### src/rtl/pipe_stage_reg.sv
// Handshaked pipeline-stage register carrying an opaque control and data vector.
// An optional two-entry skid buffer lets in_ready_o be a register-only function.
module pipe_stage_reg #(
  parameter int CTRL_W  = 8,
  parameter int DATA_W  = 128,
  parameter bit SKID_EN = 1'b1
) (
  input  logic              clk_i,
  input  logic              rst_i,
  input  logic              start_i,
  input  logic              flush_i,
  input  logic              in_valid_i,
  output logic              in_ready_o,
  input  logic [CTRL_W-1:0] in_ctrl_i,
  input  logic [DATA_W-1:0] in_data_i,
  output logic              out_valid_o,
  input  logic              out_ready_i,
  output logic [CTRL_W-1:0] out_ctrl_o,
  output logic [DATA_W-1:0] out_data_o,
  output logic [1:0]        occ_o
);

  typedef enum logic [1:0] {
    EMPTY = 2'd0,
    ONE   = 2'd1,
    TWO   = 2'd2
  } state_t;

  state_t            state;
  state_t            state_nxt;
  logic [CTRL_W-1:0] head_ctrl;
  logic [CTRL_W-1:0] skid_ctrl;
  logic [DATA_W-1:0] head_data;
  logic [DATA_W-1:0] skid_data;
  logic              in_xfer;
  logic              out_xfer;
  logic              head_from_in;
  logic              head_from_skid;
  logic              skid_load;

  // With the skid buffer, readiness depends only on stored occupancy.
  assign in_ready_o  = SKID_EN ? (start_i && (state != TWO))
                               : (start_i && ((state == EMPTY) || out_ready_i));
  assign out_valid_o = start_i && (state != EMPTY);
  assign in_xfer     = in_valid_i && in_ready_o;
  assign out_xfer    = out_valid_o && out_ready_i;
  assign out_ctrl_o  = out_valid_o ? head_ctrl : '0;
  assign out_data_o  = head_data;
  assign occ_o       = state;

  always_ff @(posedge clk_i or posedge rst_i) begin
    // NOTE: non-blocking assignments keep every register sampling pre-edge values.
    if (rst_i) state <= EMPTY;
    else       state <= state_nxt;
  end

  always_comb begin
    // NOTE: defaults first so no path through this block leaves a signal unassigned (no latches).
    state_nxt      = state;
    head_from_in   = 1'b0;
    head_from_skid = 1'b0;
    skid_load      = 1'b0;
    if (flush_i) begin
      state_nxt = EMPTY;
    end else begin
      case (state)
        EMPTY: begin
          if (in_xfer) begin
            head_from_in = 1'b1;
            state_nxt    = ONE;
          end
        end
        ONE: begin
          if (in_xfer && out_xfer) begin
            head_from_in = 1'b1;
          end else if (in_xfer && SKID_EN) begin
            skid_load = 1'b1;
            state_nxt = TWO;
          end else if (out_xfer) begin
            state_nxt = EMPTY;
          end
        end
        TWO: begin
          if (out_xfer) begin
            head_from_skid = 1'b1;
            state_nxt      = ONE;
          end
        end
        default: state_nxt = EMPTY;
      endcase
    end
  end

  always_ff @(posedge clk_i or posedge rst_i) begin
    // NOTE: data registers are reset too, because out_data_o must read zero out of reset.
    if (rst_i) begin
      head_ctrl <= '0;
      head_data <= '0;
      skid_ctrl <= '0;
      skid_data <= '0;
    end else if (flush_i) begin
      // Only control is scrubbed on flush; stale data is harmless once invalid.
      head_ctrl <= '0;
      skid_ctrl <= '0;
    end else begin
      if (head_from_in) begin
        head_ctrl <= in_ctrl_i;
        head_data <= in_data_i;
      end else if (head_from_skid) begin
        head_ctrl <= skid_ctrl;
        head_data <= skid_data;
      end
      if (skid_load) begin
        skid_ctrl <= in_ctrl_i;
        skid_data <= in_data_i;
      end
    end
  end

endmodule

### config.mk
export PLATFORM = sky130hd
export DESIGN_NAME = pipe_stage_reg
export DESIGN_NICKNAME = d
export VERILOG_FILES = /design/src/rtl/pipe_stage_reg.sv
export SDC_FILE = /design/constraint.sdc
export NUM_CORES = 1
export LEC_CHECK = 0
export CAP_MARGIN = 0
export CORE_ASPECT_RATIO = 2
export CORE_UTILIZATION = 40
export CTS_CLUSTER_DIAMETER = 80
export DETAILED_ROUTE_END_ITERATION = 8
export PLACE_DENSITY = 0.67
export SYNTH_ARGS = -nofsm -noshare
export SYNTH_HDL_FRONTEND = slang
export SYNTH_SLANG_ARGS = --single-unit
### constraint.sdc
create_clock -name clk_i -period 26.1 [get_ports clk_i]
set_input_delay 7.83 -clock clk_i [delete_from_list [all_inputs] [get_ports clk_i]]
set_output_delay 7.83 -clock clk_i [all_outputs]
set_load 0.1 [all_outputs]
After elaboration in Yosys (flattened, before gate mapping)
Cells that the tools add are included.
W data, S select, Z words.
Storage, ports and cells
  register bits: 274
Operators by class
  equality and inequality tests: 7
  multiplexer cells: 25
  bitwise gates (word level): 1
  reduce and logical (&&, ||, !) cells: 13
Operator list (count)
  $mux W128: 2
  $mux W8: 6
  $mux W2: 6
  $mux W1: 9
  $ne A3 B3 Y1 const B: 3
  $pmux W2 S3: 1
  $reduce_bool A2 Y1: 3
  $logic_and A1 B1 Y1: 5
  $ne A4 B4 Y1 const B: 1
  $reduce_and A2 Y1: 2
  $reduce_and A4 Y1: 1
  $reduce_bool A3 Y1: 1
  $eq A2 B1 Y1 const B: 1
  $eq A2 B2 Y1 const B: 1
  $logic_not A2 Y1: 1
  $ne A2 B2 Y1 const B: 1
  $pmux W1 S2: 1
  $not A1 Y1: 1

Longest topological paths before layout
Gate-level depths: netlist (run 1).
  word-level depth: 9
  depth in mapped cells: 7

Least setup slack after synthesis (run 1)
No wires, ideal clock.
  path kind: input-to-output
  from: input start_i
  to: output in_ready_o
  data arrival time: 10.187 ns
  required time: 18.270 ns
  setup slack: 8.083 ns
  stages on the path: 2
  cell sequence: buf_2 > a21boi_0
Between the ends
  longest elaborated chain between the ends: 1
RTL lines
  start, declared: line 10  | input logic start_i,
  $logic_and A1 B1 Y1: line 42  | assign in_ready_o = SKID_EN ? (start_i && (state != TWO))
  end, declared: line 13  | output logic in_ready_o,
No other way between the ends.

Worst setup path after layout (run 1)
  from: input start_i
  to: output out_ctrl_o[2]
Between the ends
  longest elaborated chain between the ends: 2
RTL lines
  $logic_and A1 B1 Y1: line 44  | assign out_valid_o = start_i && (state != EMPTY);
  $mux W8: line 47  | assign out_ctrl_o = out_valid_o ? head_ctrl : '0;
  end, declared: line 18  | output logic [CTRL_W-1:0] out_ctrl_o,
No other way between the ends.

==> results of run 1 <==
[power groups by stage]
stage / Combinational, uW / Clock [uW] / Sequential (uW)
finish: 466 / 418 / 535
global route: 482 / 443 / 541
CTS: 470 / 430 / 534
detailed placement: 469 / 0 / 541
global placement: 465 / 0 / 539
floorplan: 80.0 / 0 / 794
[kinds of logic after synthesis]
logic type / share of synthesized area
AND/OR/NAND/NOR: 0.0941
AO/OA/AOI/OAI: 0.131
multiplexers: 0.128
flip-flops: 0.610
buffers and inverters: 0.0359
[cells in the mapped netlist (all sizes together)]
master / n
nand2: 19
nor2: 1
and2: 8
a22o: 8
and4b: 1
a21boi: 1
and3b: 1
o21a: 1
nand3b: 2
nand4b: 1
a22oi: 1
nor2b: 1
a32oi: 1
clkbuf: 27
a31oi: 1
nor3: 10
inv: 3
a21oi: 1
and4bb: 1
mux2: 128
buf: 48
dfrtp: 274
a311oi: 8
o21ai: 1
and3: 128
a221o: 128
nand2b: 1
[critical path, cell delays in order]
cell and delay, ns:
clkdlybuf4s50_1 0.63, o21a_1 0.29, and2_1 0.17, clkdlybuf4s50_1 1.13
[per-layer routing]
| layer | wire length [um] | up-vias | GRT usage |
|---|---|---|---|
| met5 | 0 | - | 0 |
| met4 | 1040 | 0 | 0.0924 |
| met3 | 1460 | 54 | 0.0305 |
| met2 | 17000 | 261 | 0.393 |
| met1 | 12300 | 4195 | 0.260 |
| li1 | - | 3596 | - |
[through the flow]
stage	area (um^2)	cells	hold slack [ns]	total power [uW]	utilization
after CTS	15200	1423	0.481	1430	0.550
final	15200	1426	0.477	1420	0.551
after global routing	15200	1426	0.497	1470	0.551
after global placement	14200	1375	0.459	1000	0.516
after detailed placement	14200	1375	0.466	1010	0.516
after floorplan	11200	805	0.449	874	-
[area by class of cell]
type                            instances  area, um^2  share of cell area
Antenna cell                            3        7.51            0.000495
Clock buffer                           35         736              0.0485
Clock inverter                         13         210              0.0139
Inverter                                3        18.8             0.00124
Multi-Input combinational cell        453        4000               0.263
Sequential cell                       274        6860               0.452
Tap cell                              352         440              0.0290
Timing Repair Buffer                  293        2900               0.191
[flip-flops by register name, indices dropped and copies added (netlist names)]
signal,flops
head_ctrl,8
skid_data,128
occ_o,2
out_data_o,128
skid_ctrl,8
[cells in the final DEF, fill, tap and decap left out, drive strengths merged]
cell type      synthesis  routed
buf                   48      12
and2                   8       8
diode                  0       3
a31oi                  1       1
mux2                 128     128
and4bb                 1       1
nand3b                 2       2
a221o                128     128
clkinvlp               0       2
nor2                   1       1
a21oi                  1       1
a22o                   8       8
a311oi                 8       8
o21a                   1       1
and4b                  1       1
nor2b                  1       1
a21boi                 1       1
nand2b                 1       1
bufinv                 0       5
nand4b                 1       1
a32oi                  1       1
clkbuf                27      35
a22oi                  1       1
clkinv                 0       5
and3b                  1       1
and3                 128     128
dfrtp                274     274
clkdlybuf4s50          0     281
inv                    3       4
o21ai                  1       1
nor3                  10      10
nand2                 19      19
[final timing paths]
check | end | slack [ns] | cells after the start
max in group asynchronous | skid_data[110] | 16.66 | 3
setup reg to reg | head_ctrl[1] | 23.46 | 4
hold reg to reg | skid_data[95] | 0.48 | 1
min in group asynchronous | skid_data[83] | 7.85 | 2
setup / recovery | out_ctrl_o[2] | 8.22 | 4
hold / removal | skid_data[95] | 0.48 | 1
==> results_dict.tcl, run 1 <==
set metrics [dict create \
    finalHoldViolations 0 \
    gp_congestion 0.777 \
    design.die.area_um2 28800 \
    hold_path_class "reg2reg" \
    grt_pass1_wl_mm 49.0 \
    netlist_instances 805 \
    finalMaxSlewViolations 0 \
    yosys-top-cells-area "dfrtp_1 (61%), a221o_1 (11%), mux2_2 (8.7%)" \
    synth_top_area_cell "dfrtp_1" \
    ir_drop_v 0.0000716 \
    outcome "finished, final reports clean" \
    p_seq_frac 0.377 \
    synth_area_um2 11200 \
    intPower_uw 874 \
    ys_warn_count 0 \
    p_leak_uw 0.00718 \
    overflow 0 \
    post-synth-top-area-fraction 0.610 \
    crit_path_max_fanout 9 \
    pwr-share-clk 0.295 \
    power_frac_comb 0.329 \
    rsz0062_at_grt "no" \
    syn_nets 947 \
    finalSetupTns_ns 0 \
    numCtsBuffers 26 \
    worstPathArrival_ns 10.05 \
    die_w_um 120 \
    drive_above_1_share 0.141 \
    dp_hpwl_mm 19.6 \
    p_sw_frac 0.384 \
    fin_skew_ns 0.00947 \
    cts.sinks 274 \
    final_antenna_net_count 0 \
    cts_tree "done" \
    grt_use_total 0.220 \
    drtIter0Drc 565 \
    p_switching_uw 546 \
    finalCritPeriodShare 0.685 \
    cp-start-kind "input pin" \
    tightest_slew_ns 1.14 \
    hp-start "skid_data[95]" \
    cp-end-kind "output pin" \
    critical_path_class "in2out" \
    fmax_mhz 55.9 \
    ys_ff_latch 274 \
    synth_cell_types 33 \
    fin_crit_ns 17.88 \
    num_rows 86 \
    grt_antenna_before_repair 3 \
    syn2layout_area_growth_pct 35.0 \
    post-cts-setup-buffers 0 \
    cp-startpoint "start_i" \
    clk_pin_slew_worst_paths_ns 0.06 \
    worstPathRequired_ns 18.27 \
    cts-root-buf "clkbuf_16" \
    dp_slack_ns 8.22 \
    wl_mm 31.8 \
    die_h_um 239 \
    relSlewSlack 0.239 \
    rr_startpoint "occ_o[0]" \
    via_count 8106 \
    worst_slack_ns 8.22 \
    avgSynthCellArea_um2 14.0 \
    pin_count 282 \
    maxCapViolations 0 \
    fin_nets 1193 \
    dr.pass1.iters 4 \
    grt_pass1_vias 8485 \
    setup_viol 0 \
    io_buffers 281 \
    ys_seq_area_frac 0.610 \
    cts_hold_buffers 0 \
    cts_max_level 1 \
    drc 0 \
    core_area_um2 27500 \
    fill_cells 2359 \
    grt_max_degree 115 \
    powerDensity_nw_per_um2 93.6 \
    initial_core_util 0.408 \
    cts.path.max_buffers 3 \
    clk-insertion-delay-late_ns 0.53 \
    cts_resized 0 \
    avgRoutedWirePerCell_um 22.3 \
    routed_via_density 5.68 \
]
Note: power is estimated with default switching activity, not from simulation.
==> inputs of run 2 (changes only) <==
--- a/config.mk
+++ b/config.mk
@@ -10,7 +10,7 @@
 export CORE_UTILIZATION = 40
 export CTS_CLUSTER_DIAMETER = 80
 export DETAILED_ROUTE_END_ITERATION = 8
-export PLACE_DENSITY = 0.67
+export PLACE_DENSITY = 0.7
 export SYNTH_ARGS = -nofsm -noshare
 export SYNTH_HDL_FRONTEND = slang
 export SYNTH_SLANG_ARGS = --single-unit
==> constraint.sdc (replaced) <==
create_clock -name clk_i -period 14.6 [get_ports clk_i]
set_input_delay 4.38 -clock clk_i [delete_from_list [all_inputs] [get_ports clk_i]]
set_output_delay 4.38 -clock clk_i [all_outputs]
set_load 0.1 [all_outputs]
==> run 2 against run 1 <==
  * Critical path depth is the same
  * Combinational power up 79%
  * Flip-flop and latch count unchanged
  * First-iteration DRC count decreased by 4.2%
  * Via count decreased by 0.51%
  * Non-clock buffer count stayed put
  * Sequential share of layout area down 0.10 points
  * Total power up 80%
  * Final cell count hardly changed
  * Sequential power increased by 78%
  * Die area stayed put
  * Design area increased by 0.22%
  * Critical path type unchanged
  * Largest cell class unchanged
==> results_dict.tcl, run 2 (synthesized netlist as in run 1, its figures left out) <==
set metrics [dict create \
    cts_resized 0 \
    fmax_mhz 91.2 \
    cp-end-kind "output pin" \
    final_antenna_net_count 0 \
    dp_hpwl_mm 19.2 \
    top_layer "met4" \
    relSlewSlack 0.272 \
    worstPathRequired_ns 10.22 \
    cts_hold_buffers 0 \
    path_common_cell "clkdlybuf4s50_1" \
    dr.pass1.iters 6 \
    syn2layout_area_growth_pct 35.3 \
    fin_skew_ns 0.0132 \
    clk-insertion-delay-late_ns 0.53 \
    setup_viol 0 \
    reg2reg_slack_ns 11.94 \
    crit_buf_inv 2 \
    cts.sinks 274 \
    wl_mm 31.2 \
    p_leak_uw 0.00721 \
    cp-start-kind "input pin" \
    final_cells 1425 \
    path_delay_family "buffers and inverters" \
    io_buffers 281 \
    grt_pass1_wl_mm 48.5 \
    cts.path.max_buffers 3 \
    cts_tree "done" \
    final_cell_mix "clkdlybuf4s50_1 (281), dfrtp_1 (274), and3_1 (128), a221o_1 (128), mux2_2 (87)" \
    cts-root-buf "clkbuf_16" \
    dp_slack_ns 3.64 \
    drc 0 \
    worst_path_max_delay_cell "clkdlybuf4s50_1" \
    routed_via_density 5.66 \
    final_common_cell "clkdlybuf4s50_1" \
    design.die.area_um2 28800 \
    grt_pass1_vias 8427 \
    gp_congestion 0.764 \
    clk_pin_slew_worst_paths_ns 0.06 \
    hold_depth 1 \
    die_w_um 120 \
    tightest_slew_ns 1.09 \
    rsz0062_at_grt "no" \
    critical_path_class "in2out" \
    finalSetupTns_ns 0 \
    hold_path_class "reg2reg" \
    path_cells "clkdlybuf4s50_1 > o21a_1 > and2_1 > clkdlybuf4s50_1" \
    worst_path_largest_cell_delay_ns 1.13 \
    num_rows 86 \
    grt_use_total 0.215 \
    die_h_um 239 \
    r2r_cells 5 \
    wl_met3_mm 1.37 \
    grt_max_degree 123 \
    numCtsBuffers 26 \
    finalMaxSlewViolations 0 \
    rr_startpoint "occ_o[0]" \
    dp.cells 1375 \
    met2_length_mm 16.6 \
    overflow 0 \
    outcome "finished, final reports clean" \
    drt-met1-wl_mm 12.3 \
    initial_core_util 0.408 \
    hp-start "skid_data[95]" \
    grt_antenna_before_repair 2 \
    avgRoutedWirePerCell_um 21.9 \
    ir_drop_v 0.000122 \
    core_area_um2 27500 \
    post-cts-setup-buffers 0 \
    drtIter0Drc 541 \
    crit_path_max_fanout 9 \
    finalCritPeriodShare 0.751 \
    powerDensity_nw_per_um2 168 \
    r2r_end "skid_data[84]" \
    hold_path_end "skid_data[95]" \
    cts_max_level 1 \
    via_count 8065 \
    pin_count 282 \
    fin_crit_ns 10.96 \
    worstPathArrival_ns 6.58 \
    fin_nets 1193 \
    maxCapViolations 0 \
    finalHoldViolations 0 \
    worst_slack_ns 3.64 \
    drive_above_1_share 0.143 \
]
[run 2: worst max-delay path by stage]
| stage | startpoint | endpoint | slack (ns) | cells after the start |
|---|---|---|---|---|
| 6_report | start_i | out_ctrl_o[1] | 3.64 | 4 |
| 5_1_grt | start_i | out_ctrl_o[5] | 3.56 | 4 |
| 4_1_cts | start_i | out_ctrl_o[1] | 3.63 | 4 |
| 3_5_place_dp | start_i | out_ctrl_o[1] | 3.64 | 4 |
| 3_3_place_gp | start_i | out_ctrl_o[0] | 3.68 | 4 |
| 2_1_floorplan | rst_i | head_ctrl[0] | 2.67 | 1 |
[run 2: where the power goes]
group	internal, uW	switching [uW]	total, uW
sequential	884	68.8	953
combinational	232	603	835
clock	474	296	770
total	1590	968	2560
[run 2: per-stage QoR]
step | hold slack (ns) | util | cell area [um^2] | power (uW)
final | 0.479 | 0.552 | 15200 | 2560
after global routing | 0.499 | 0.552 | 15200 | 2640
after CTS | 0.484 | 0.552 | 15200 | 2580
after detailed placement | 0.469 | 0.516 | 14200 | 1800
after global placement | 0.461 | 0.516 | 14200 | 1790
after floorplan | 0.449 | - | 11200 | 1560
[run 2: final cells by class]
cell class,instances,area [um^2]
Sequential cell,274,6860
Clock inverter,12,213
Multi-Input combinational cell,453,4000
Timing Repair Buffer,293,2900
Inverter,3,18.8
Antenna cell,2,5.00
Clock buffer,36,769
Fill cell,2362,12300
Tap cell,352,440
[run 2: layer usage]
metal  GRT usage  vias up
li1            -     3602
met1       0.265     4168
met2       0.376      249
met3      0.0305       46
met4      0.0845        0
met5           0        -
==> inputs of run 3 (changes only) <==
--- a/config.mk
+++ b/config.mk
@@ -10,7 +10,7 @@
 export CORE_UTILIZATION = 40
 export CTS_CLUSTER_DIAMETER = 80
 export DETAILED_ROUTE_END_ITERATION = 8
-export PLACE_DENSITY = 0.7
+export PLACE_DENSITY = 0.67
 export SYNTH_ARGS = -nofsm -noshare
 export SYNTH_HDL_FRONTEND = slang
 export SYNTH_SLANG_ARGS = --single-unit
==> constraint.sdc (replaced) <==
create_clock -name clk_i -period 10.96 [get_ports clk_i]
set_input_delay 3.288 -clock clk_i [delete_from_list [all_inputs] [get_ports clk_i]]
set_output_delay 3.288 -clock clk_i [all_outputs]
set_load 0.1 [all_outputs]
==> run 3 against run 2 <==
  * Via count rose by 0.57%
  * Hold slack gained 0.0065 ns
  * Final cell count shrank 0.14%
  * Global-route usage is 0.45 points higher
  * Highest routed layer unchanged
  * Non-clock buffer count stayed put
  * Wire length grew 1.9%
  * Critical path type unchanged
  * Critical path depth unchanged
  * Flip-flop and latch count is the same
  * Utilization decreased by 0.32 points
  * First-iteration DRC count fell by 12%
  * Combinational power grew 33%
==> results_dict.tcl, run 3 (synthesized netlist as in run 1, its figures left out) <==
set metrics [dict create \
    outcome "finished, final reports clean" \
    maxCapViolations 0 \
    dp_hpwl_mm 19.4 \
    cts_resized 0 \
    worstPathRequired_ns 7.67 \
    grt_max_degree 141 \
    finalHoldViolations 0 \
    gp_congestion 0.779 \
    grt_pass1_vias 8460 \
    wl_met3_mm 1.48 \
    crit_path_max_fanout 9 \
    setup_viol 0 \
    fin_crit_ns 8.75 \
    worst_path_max_delay_cell "clkdlybuf4s50_1" \
    path_common_cell "clkdlybuf4s50_1" \
    overflow 0 \
    drive_above_1_share 0.144 \
    grt_antenna_before_repair 0 \
    crit_buf_inv 2 \
    io_buffers 281 \
    p_leak_uw 0.00718 \
    cts_tree "done" \
    relSlewSlack 0.257 \
    worst_path_largest_cell_delay_ns 1.12 \
    design_area_um2 15100 \
    rsz0062_at_grt "no" \
    clk-insertion-delay-late_ns 0.53 \
    syn2layout_area_growth_pct 34.6 \
    grt_use_total 0.219 \
    path_delay_family "buffers and inverters" \
    worstPathArrival_ns 5.46 \
    tightest_slew_ns 1.11 \
    drtIter0Drc 474 \
    post-cts-setup-buffers 0 \
    via_count 8111 \
    total_power_uw 3330 \
    final_cell_mix "clkdlybuf4s50_1 (281), dfrtp_1 (274), and3_1 (128), a221o_1 (128), mux2_2 (87)" \
    initial_core_util 0.408 \
    final_antenna_net_count 0 \
    dr.pass1.iters 4 \
    routed_via_density 5.70 \
    critical_path_class "in2out" \
    cts.sinks 274 \
    met2_length_mm 17.0 \
    ir_drop_v 0.000138 \
    cts_hold_buffers 0 \
    finalCritPeriodShare 0.798 \
    die_w_um 120 \
    fin_nets 1193 \
    drt-met1-wl_mm 12.3 \
    finalMaxSlewViolations 0 \
    dp.cells 1375 \
    cts-root-buf "clkbuf_16" \
    grt_pass1_wl_mm 49.0 \
    finalSetupTns_ns 0 \
    fin_skew_ns 0.0123 \
    final_cells 1423 \
    drc 0 \
    pin_count 282 \
    cts_max_level 1 \
    cts.path.max_buffers 3 \
    fill_cells 2365 \
    fmax_mhz 114 \
    core_area_um2 27500 \
    hold_path_class "reg2reg" \
    wl_mm 31.8 \
    die_h_um 239 \
    final_common_cell "clkdlybuf4s50_1" \
    powerDensity_nw_per_um2 220 \
    path_cells "clkdlybuf4s50_1 > o21a_1 > and2_1 > clkdlybuf4s50_1" \
    numCtsBuffers 26 \
    insertedDiodeCount 0 \
    cp-start-kind "input pin" \
    avgRoutedWirePerCell_um 22.3 \
    placed_area_um2 14200 \
    clk_pin_slew_worst_paths_ns 0.07 \
    top_layer "met4" \
    cp-end-kind "output pin" \
    design.die.area_um2 28800 \
    num_rows 86 \
]
-- run 3: report_power, final --
group	internal, uW	total [uW]	switching [uW]	leakage (uW)
Clock	554	949	394	0.000453
Combinational	309	1110	802	0.00319
Sequential	1180	1270	94.4	0.00353
-- run 3: cell type report --
type / instances / area [um^2] / area share
timing repair buffer: 293 / 2900 / 0.192
sequential: 274 / 6860 / 0.454
tap: 352 / 440 / 0.0291
multi-input combinational: 453 / 4000 / 0.264
clock buffer: 34 / 752 / 0.0498
clock inverter: 14 / 148 / 0.00977
inverter: 3 / 18.8 / 0.00124
-- run 3: worst register-to-register path: cells and delay by family, from the launching register on --
kind	cells	cell delay, ns
flops	1	0.46
simple gates	2	1.13
compound gates	1	0.28
buf+inv	1	0.74
-- run 3: per-stage QoR --
stage,hold slack (ns),utilization,worst slack (ns)
after global routing,0.492,0.549,2.14
after global placement,0.461,0.516,2.21
after detailed placement,0.474,0.516,2.20
final,0.485,0.549,2.21
after CTS,0.488,0.549,2.19
after floorplan,0.449,-,0.120
-- run 3: metal layers --
metal	up-vias	track usage
met4	0	0.0808
met5	-	0
li1	3577	-
met3	48	0.0320
met2	262	0.394
met1	4224	0.263
-- run 3: worst paths after layout --
check                               from        endpoint  slack (ns)  cells past startpoint
max                              start_i   out_ctrl_o[6]        2.21                      4
min                        skid_data[13]   skid_data[13]        0.49                      1
max reg2reg                     occ_o[0]    head_ctrl[2]        8.25                      4
min reg2reg                skid_data[13]   skid_data[13]        0.49                      1
max in group asynchronous          rst_i   skid_data[40]        5.99                      3
min in group asynchronous          rst_i  out_data_o[91]        3.37                      2
==> RTL change 1, RTL diff (settings of run 2) <==
Change the parameter `SKID_EN` from 1'b1 to 1'b0.
--- a/src/rtl/pipe_stage_reg.sv
+++ b/src/rtl/pipe_stage_reg.sv
@@ -3,7 +3,7 @@
 module pipe_stage_reg #(
   parameter int CTRL_W  = 8,
   parameter int DATA_W  = 128,
-  parameter bit SKID_EN = 1'b1
+  parameter bit SKID_EN = 1'b0
 ) (
   input  logic              clk_i,
   input  logic              rst_i,
Check against the original RTL: not equivalent (Yosys sat finds a counterexample within 4 cycles, from zero or initial values and one cycle with rst_i high).
==> RTL change 1 against run 2 <==
  * The run now ends with DRC left
  * Wire length down 53%
  * Design area down 42%
  * Largest power group is now combinational logic
  * Register-to-register slack worse by 190 ps
  * Synthesized area decreased by 52%
  * Non-clock buffer count shrank 9
  * First-iteration DRC count is 83% lower
  * Combinational power up 2.8%
  * Largest cell class unchanged
  * Worst setup slack gained 180 ps
  * Sequential cell count down 137
  * Total power down 32%
  * Synthesized cell count down 61%
  * Worst hold slack better by 24 ps
  * Clock power decreased by 48%
==> RTL change 1: results (changes against run 2) <==
INFO  metric status = finished with violations
INFO  metric violations_in_the_final_reports = DRC
INFO  metric sw_frac_of_total = 48.1% (+10 points)
INFO  metric cpLargestDelayFamily = buffers and inverters
INFO  metric clk_pin_slew_worst_paths = 60 ps (about the same)
INFO  metric detailedRoute.firstPassIterationCount = 6 (unchanged)
INFO  metric post_synth_main_area_contributors = dfrtp_1, mux2_2, mux2_4, buf_4, a22o_1
INFO  metric critical_path_peak_fanout = 13 (+4)
INFO  metric critical_path_arrival = 6400 ps (-180 ps)
INFO  metric cell_at_the_root_of_the_clock_tree = clkbuf_16
INFO  metric slowest_delay = 1130 ps (about the same)
INFO  metric drc = 22 (+22)
INFO  metric port-buffer-count = 280 (-0.36%)
INFO  metric timing.hold.worst.class = reg2reg
INFO  metric synth-warning-count = 0 (unchanged)
INFO  metric share_of_layout_cells_above_drive_strength_1 = 27.5% (+13 points)
INFO  metric synth-seq-area-share = 64.0% (+3.0 points)
INFO  metric number_of_cts_inserted_buffers = 17 (-35%)
INFO  metric clock_latency = 410 ps (-120 ps)
INFO  metric crit_path_top_delay_cell = clkdlybuf4s50_1
INFO  metric worst_clock_skew = 5.01 ps (-8.23 ps)
INFO  metric rrSetupSlack = 11750 ps (-190 ps)
INFO  metric power.static_leakage = 3.70 nW (-49%)
INFO  metric detail_route.iter0.violations = 94 (-83%)
INFO  metric cts_resized = 0 (unchanged)
INFO  metric ir_drop = 0.000160 V (+31%)
INFO  metric globalRouteTotalUtil = 22.0% (+0.49 points)
INFO  metric design.final.nets = 737 (-38%)
INFO  metric global_route_wire_length_before_repair = 22800 µm (-53%)
INFO  metric cts_max_level = 4 (+3)
INFO  metric grt_start_max_net_pins = 86 (-30%)
INFO  metric via_per_inst = 4.88 (-14%)
INFO  metric first_global_vias = 4147 (-51%)
INFO  metric place_hpwl = 10900 µm (-43%)
INFO  metric largest_register_ffs = ~130
INFO  metric synthDistinctLibCells = 17 (-48%)
INFO  metric antenna_violations_before_repair = 2 (unchanged)
INFO  metric crit_path_start = start_i
INFO  metric syn_nets = 452 (-52%)
INFO  metric crit-reg2reg-capture = out_data_o[84]
INFO  metric final.fill_count = 971 (-59%)
INFO  metric dp.cells = 728 (-47%)
INFO  metric most_instantiated_flip_flop_cell_in_the_synthesis_netlist = dfrtp_1
INFO  metric timing.reg2reg.worst_path_depth = 5 (unchanged)
INFO  metric endpoint_of_the_worst_setup_timing_path = out_ctrl_o[4]
INFO  metric cts.path.max_buffers = 2 (-1)
INFO  metric maxSlewHeadroom = 29.6% (+2.4 points)
INFO  metric gp_routability_congestion = 0.801 (+4.8%)
INFO  metric r2r_start = occ_o[0]
INFO  metric post-cts-setup-buffers = 0 (unchanged)
INFO  metric instances_no_fill = 762 (-47%)
INFO  metric yosys-top-cells-count = dfrtp_1, mux2_2, mux2_4
INFO  metric synthesis.area_per_instance = 17.3 µm² (+24%)
INFO  metric drt_wl_total = 14700 µm (-53%)
INFO  metric synthArstFlopShare = 100% (unchanged)
RTL change 1: layout make-up:
| class | instances | area share [%] |
|---|---|---|
| timing repair buffer | 284 | 32.3 |
| clock buffer | 17 | 4.85 |
| tap | 152 | 2.17 |
| sequential | 137 | 39.1 |
| inverter | 1 | 0.0998 |
| multi-input combinational | 154 | 20.0 |
| antenna | 2 | 0.0571 |
| clock inverter | 15 | 1.47 |
RTL change 1: metal layers:
layer  wire length (µm)  up-vias  part of all wire, %  global-route usage (%)
li1                   -     1666                    -                       -
met1               5010     1863                   34                    22.3
met2               8080      160                   55                    38.8
met3                996       31                  6.8                    8.02
met4                634        0                  4.3                    11.5
met5                  0        -                    0                       0
RTL change 1: cells by family after synthesis:
kind of cell | count (synthesis) | synth area share [%]
compound gates | 10 | 1.52
buf+inv | 19 | 3.36
flops | 137 | 64.0
mux | 128 | 29.2
other cells | 1 | 0.0700
simple gates | 15 | 1.87
RTL change 1: power groups by stage:
stage	registers, W	clock network (W)	logic [W]
6_report	0.000494	0.000398	0.000858
5_1_grt	0.000504	0.000425	0.000876
4_1_cts	0.000495	0.000409	0.000863
3_5_place_dp	0.000501	0	0.000860
3_3_place_gp	0.000496	0	0.000857
2_1_floorplan	0.00104	0	0.000101
RTL change 1: stage by stage:
stage | utilization (%) | worst slack (ps) | area (µm²) | hold slack, ps
after floorplan | - | 4850 | 5360 | 459
after global placement | 62.9 | 3840 | 8210 | 479
after detailed placement | 62.9 | 3830 | 8210 | 482
after CTS | 67.1 | 3820 | 8770 | 504
after global routing | 67.1 | 3760 | 8770 | 523
final | 67.1 | 3820 | 8770 | 503
RTL change 1: worst reg2reg max path, stage by stage (launching register included):
cell	delay, ps
dfrtp_1	520
nand2b_4	140
nor3b_4	200
buf_4	600
buf_4	820
mux2_2	460
RTL change 1: worst min path at each step:
stage | end | start | depth (start not counted) | slack, ps
final | head_ctrl[0] | head_ctrl[0] | 1 | 500
after global routing | out_data_o[62] | out_data_o[62] | 1 | 520
after CTS | head_ctrl[0] | head_ctrl[0] | 1 | 500
after detailed placement | head_ctrl[4] | head_ctrl[4] | 1 | 480
after global placement | head_ctrl[5] | head_ctrl[5] | 1 | 480
after floorplan | head_ctrl[0] | head_ctrl[0] | 1 | 460
==> RTL change 2, RTL diff (config.mk and constraints of run 2) <==
Made on the original files. Reset style: synchronous (`rst_i`), changed in 2 clocked blocks.
--- a/src/rtl/pipe_stage_reg.sv
+++ b/src/rtl/pipe_stage_reg.sv
@@ -48,7 +48,7 @@
   assign out_data_o  = head_data;
   assign occ_o       = state;
 
-  always_ff @(posedge clk_i or posedge rst_i) begin
+  always_ff @(posedge clk_i) begin
     // NOTE: non-blocking assignments keep every register sampling pre-edge values.
     if (rst_i) state <= EMPTY;
     else       state <= state_nxt;
@@ -91,7 +91,7 @@
     end
   end
 
-  always_ff @(posedge clk_i or posedge rst_i) begin
+  always_ff @(posedge clk_i) begin
     // NOTE: data registers are reset too, because out_data_o must read zero out of reset.
     if (rst_i) begin
       head_ctrl <= '0;
Function: differs if rst_i is asserted again (counterexample within 4 cycles, from zero or initial values and one cycle with rst_i high); with rst_i held inactive, the same outputs for 4 cycles.
==> RTL change 2 against run 2 <==
  * Die area rose by 5.9%
  * Design area rose by 0.77%
  * Synthesized area rose by 5.9%
  * Worst setup slack got worse by 1200 ps
  * Sequential cell count did not move
  * Wire length rose by 38%
  * Critical endpoint is now out_ctrl_o[5]
  * Largest cell class is now multi-input combinational cells
Power is not compared: it rests on default switching activity, and its combinational part moved more than twofold at a synthesized area within 25%.
==> RTL change 2: results (changes against run 2) <==
INFO  metric most_instantiated_flip_flop_cell_in_the_synthesis_netlist = dfxtp_1
INFO  metric share_of_layout_cells_above_drive_strength_1 = 4.00% (-10 points)
INFO  metric layout.non_clock_buffers = 298 (+1.7%)
INFO  metric number_of_non_clock_inverters_in_the_layout = 2 (-1)
INFO  metric die_w = 124 µm (+2.9%)
INFO  metric antenna_violations_before_repair = 1 (-1)
INFO  metric n_sequential_cell = 274 (unchanged)
INFO  metric layout.comb_gates.multi_input = 985 (+120%)
INFO  metric grt_start_max_net_pins = 117 (-4.9%)
INFO  metric yosys-top-cells-count = dfxtp_1, nand3_1, o21ai_0
INFO  metric final.fill_count = 2765 (+17%)
INFO  metric design.final.nets = 1728 (+45%)
INFO  metric groute.layer.met1.usage = 34.1% (+7.6 points)
INFO  metric globalRouteTotalUtil = 27.2% (+5.7 points)
INFO  metric multi_input_area = 0.00564 mm² (+41%)
INFO  metric route.vias.total = 12619 (+56%)
INFO  metric non_clock_buffering_overhead = 19.2% (+0.090 points)
INFO  metric route.detailed.wl_per_inst = 21.8 µm (-0.26%)
INFO  metric detail_route.iter0.violations = 1590 (+190%)
INFO  metric detailed_place.area = 0.0145 mm² (+2.2%)
INFO  metric number_of_cts_inserted_buffers = 25 (-3.8%)
INFO  metric synth-seq-area-share = 46.1% (-15 points)
INFO  metric r2r_start = occ_o[1]
INFO  metric crit-reg2reg-capture = head_ctrl[2]
INFO  metric antenna_cells_inserted = 1 (-1)
INFO  metric n_clock_buffer = 37 (+2.8%)
INFO  metric fin_worst_hold_slack = 475 ps (-3.67 ps)
INFO  metric final-clk-cell-share = 5.14% (-1.3 points)
INFO  metric hold-path-cell-count = 2 (+1)
INFO  metric gp_routability_congestion = 0.797 (+4.3%)
INFO  metric post_synth_main_area_contributors = dfxtp_1, nand3_1, o21ai_0, a311oi_1, a21oi_1
INFO  metric place_hpwl = 23300 µm (+21%)
INFO  metric first_global_vias = 11813 (+40%)
INFO  metric synthArstFlopShare = 0% (-100 points)
INFO  metric status = complete, no violations
INFO  metric grt_use_met3 = 2.83% (-0.22 points)
INFO  metric syn_nets = 1599 (+69%)
## RTL change 2: power groups by stage
| stage | Combinational, W | Clock [W] | Sequential, W |
|---|---|---|---|
| final | 0.000313 | 0.000660 | 0.000780 |
| after global routing | 0.000325 | 0.000698 | 0.000781 |
| after CTS | 0.000312 | 0.000670 | 0.000780 |
| after detailed placement | 0.000311 | 0 | 0.000797 |
| after global placement | 0.000310 | 0 | 0.000797 |
| after floorplan | 0.0000700 | 0 | 0.000926 |
## RTL change 2: through the flow
step / instances / setup slack [ps] / util [%]
detailed placement: 1923 / 2450 / 49.4
finish: 1967 / 2480 / 52.1
CTS: 1966 / 2440 / 52.1
floorplan: 1457 / 3480 / -
global route: 1967 / 2260 / 52.1
global placement: 1923 / 2460 / 49.4
## RTL change 2: worst max-delay path by stage
stage | slack (ps) | endpoint
2_1_floorplan | 3480 | out_ctrl_o[0]
3_3_place_gp | 2460 | out_ctrl_o[5]
3_5_place_dp | 2450 | out_ctrl_o[5]
4_1_cts | 2440 | out_ctrl_o[5]
5_1_grt | 2260 | out_ctrl_o[5]
6_report | 2480 | out_ctrl_o[5]
## RTL change 2: critical path, delay by kind of cell
family | cells | cell delay [ps]
buffers and inverters | 3 | 2470
AND/OR/NAND/NOR | 2 | 890
## RTL change 2: kinds of logic (layout without fill, tap and decap cells)
logic type,count (synthesis),after routing,share of synthesized area [%]
mux,1,1,0.0841
xor+xnor,1,1,0.0736
buf+inv,198,343,7.28
flops,274,274,46.1
other cells,0,1,0
compound gates,548,548,27.6
simple gates,435,435,18.8
## RTL change 2: per-layer routing
| metal | up-vias | routed length (µm) |
|---|---|---|
| met2 | 623 | 21300 |
| met1 | 6139 | 16400 |
| met3 | 128 | 2590 |
| met4 | 0 | 2630 |
| met5 | - | 0 |
| li1 | 5729 | - |
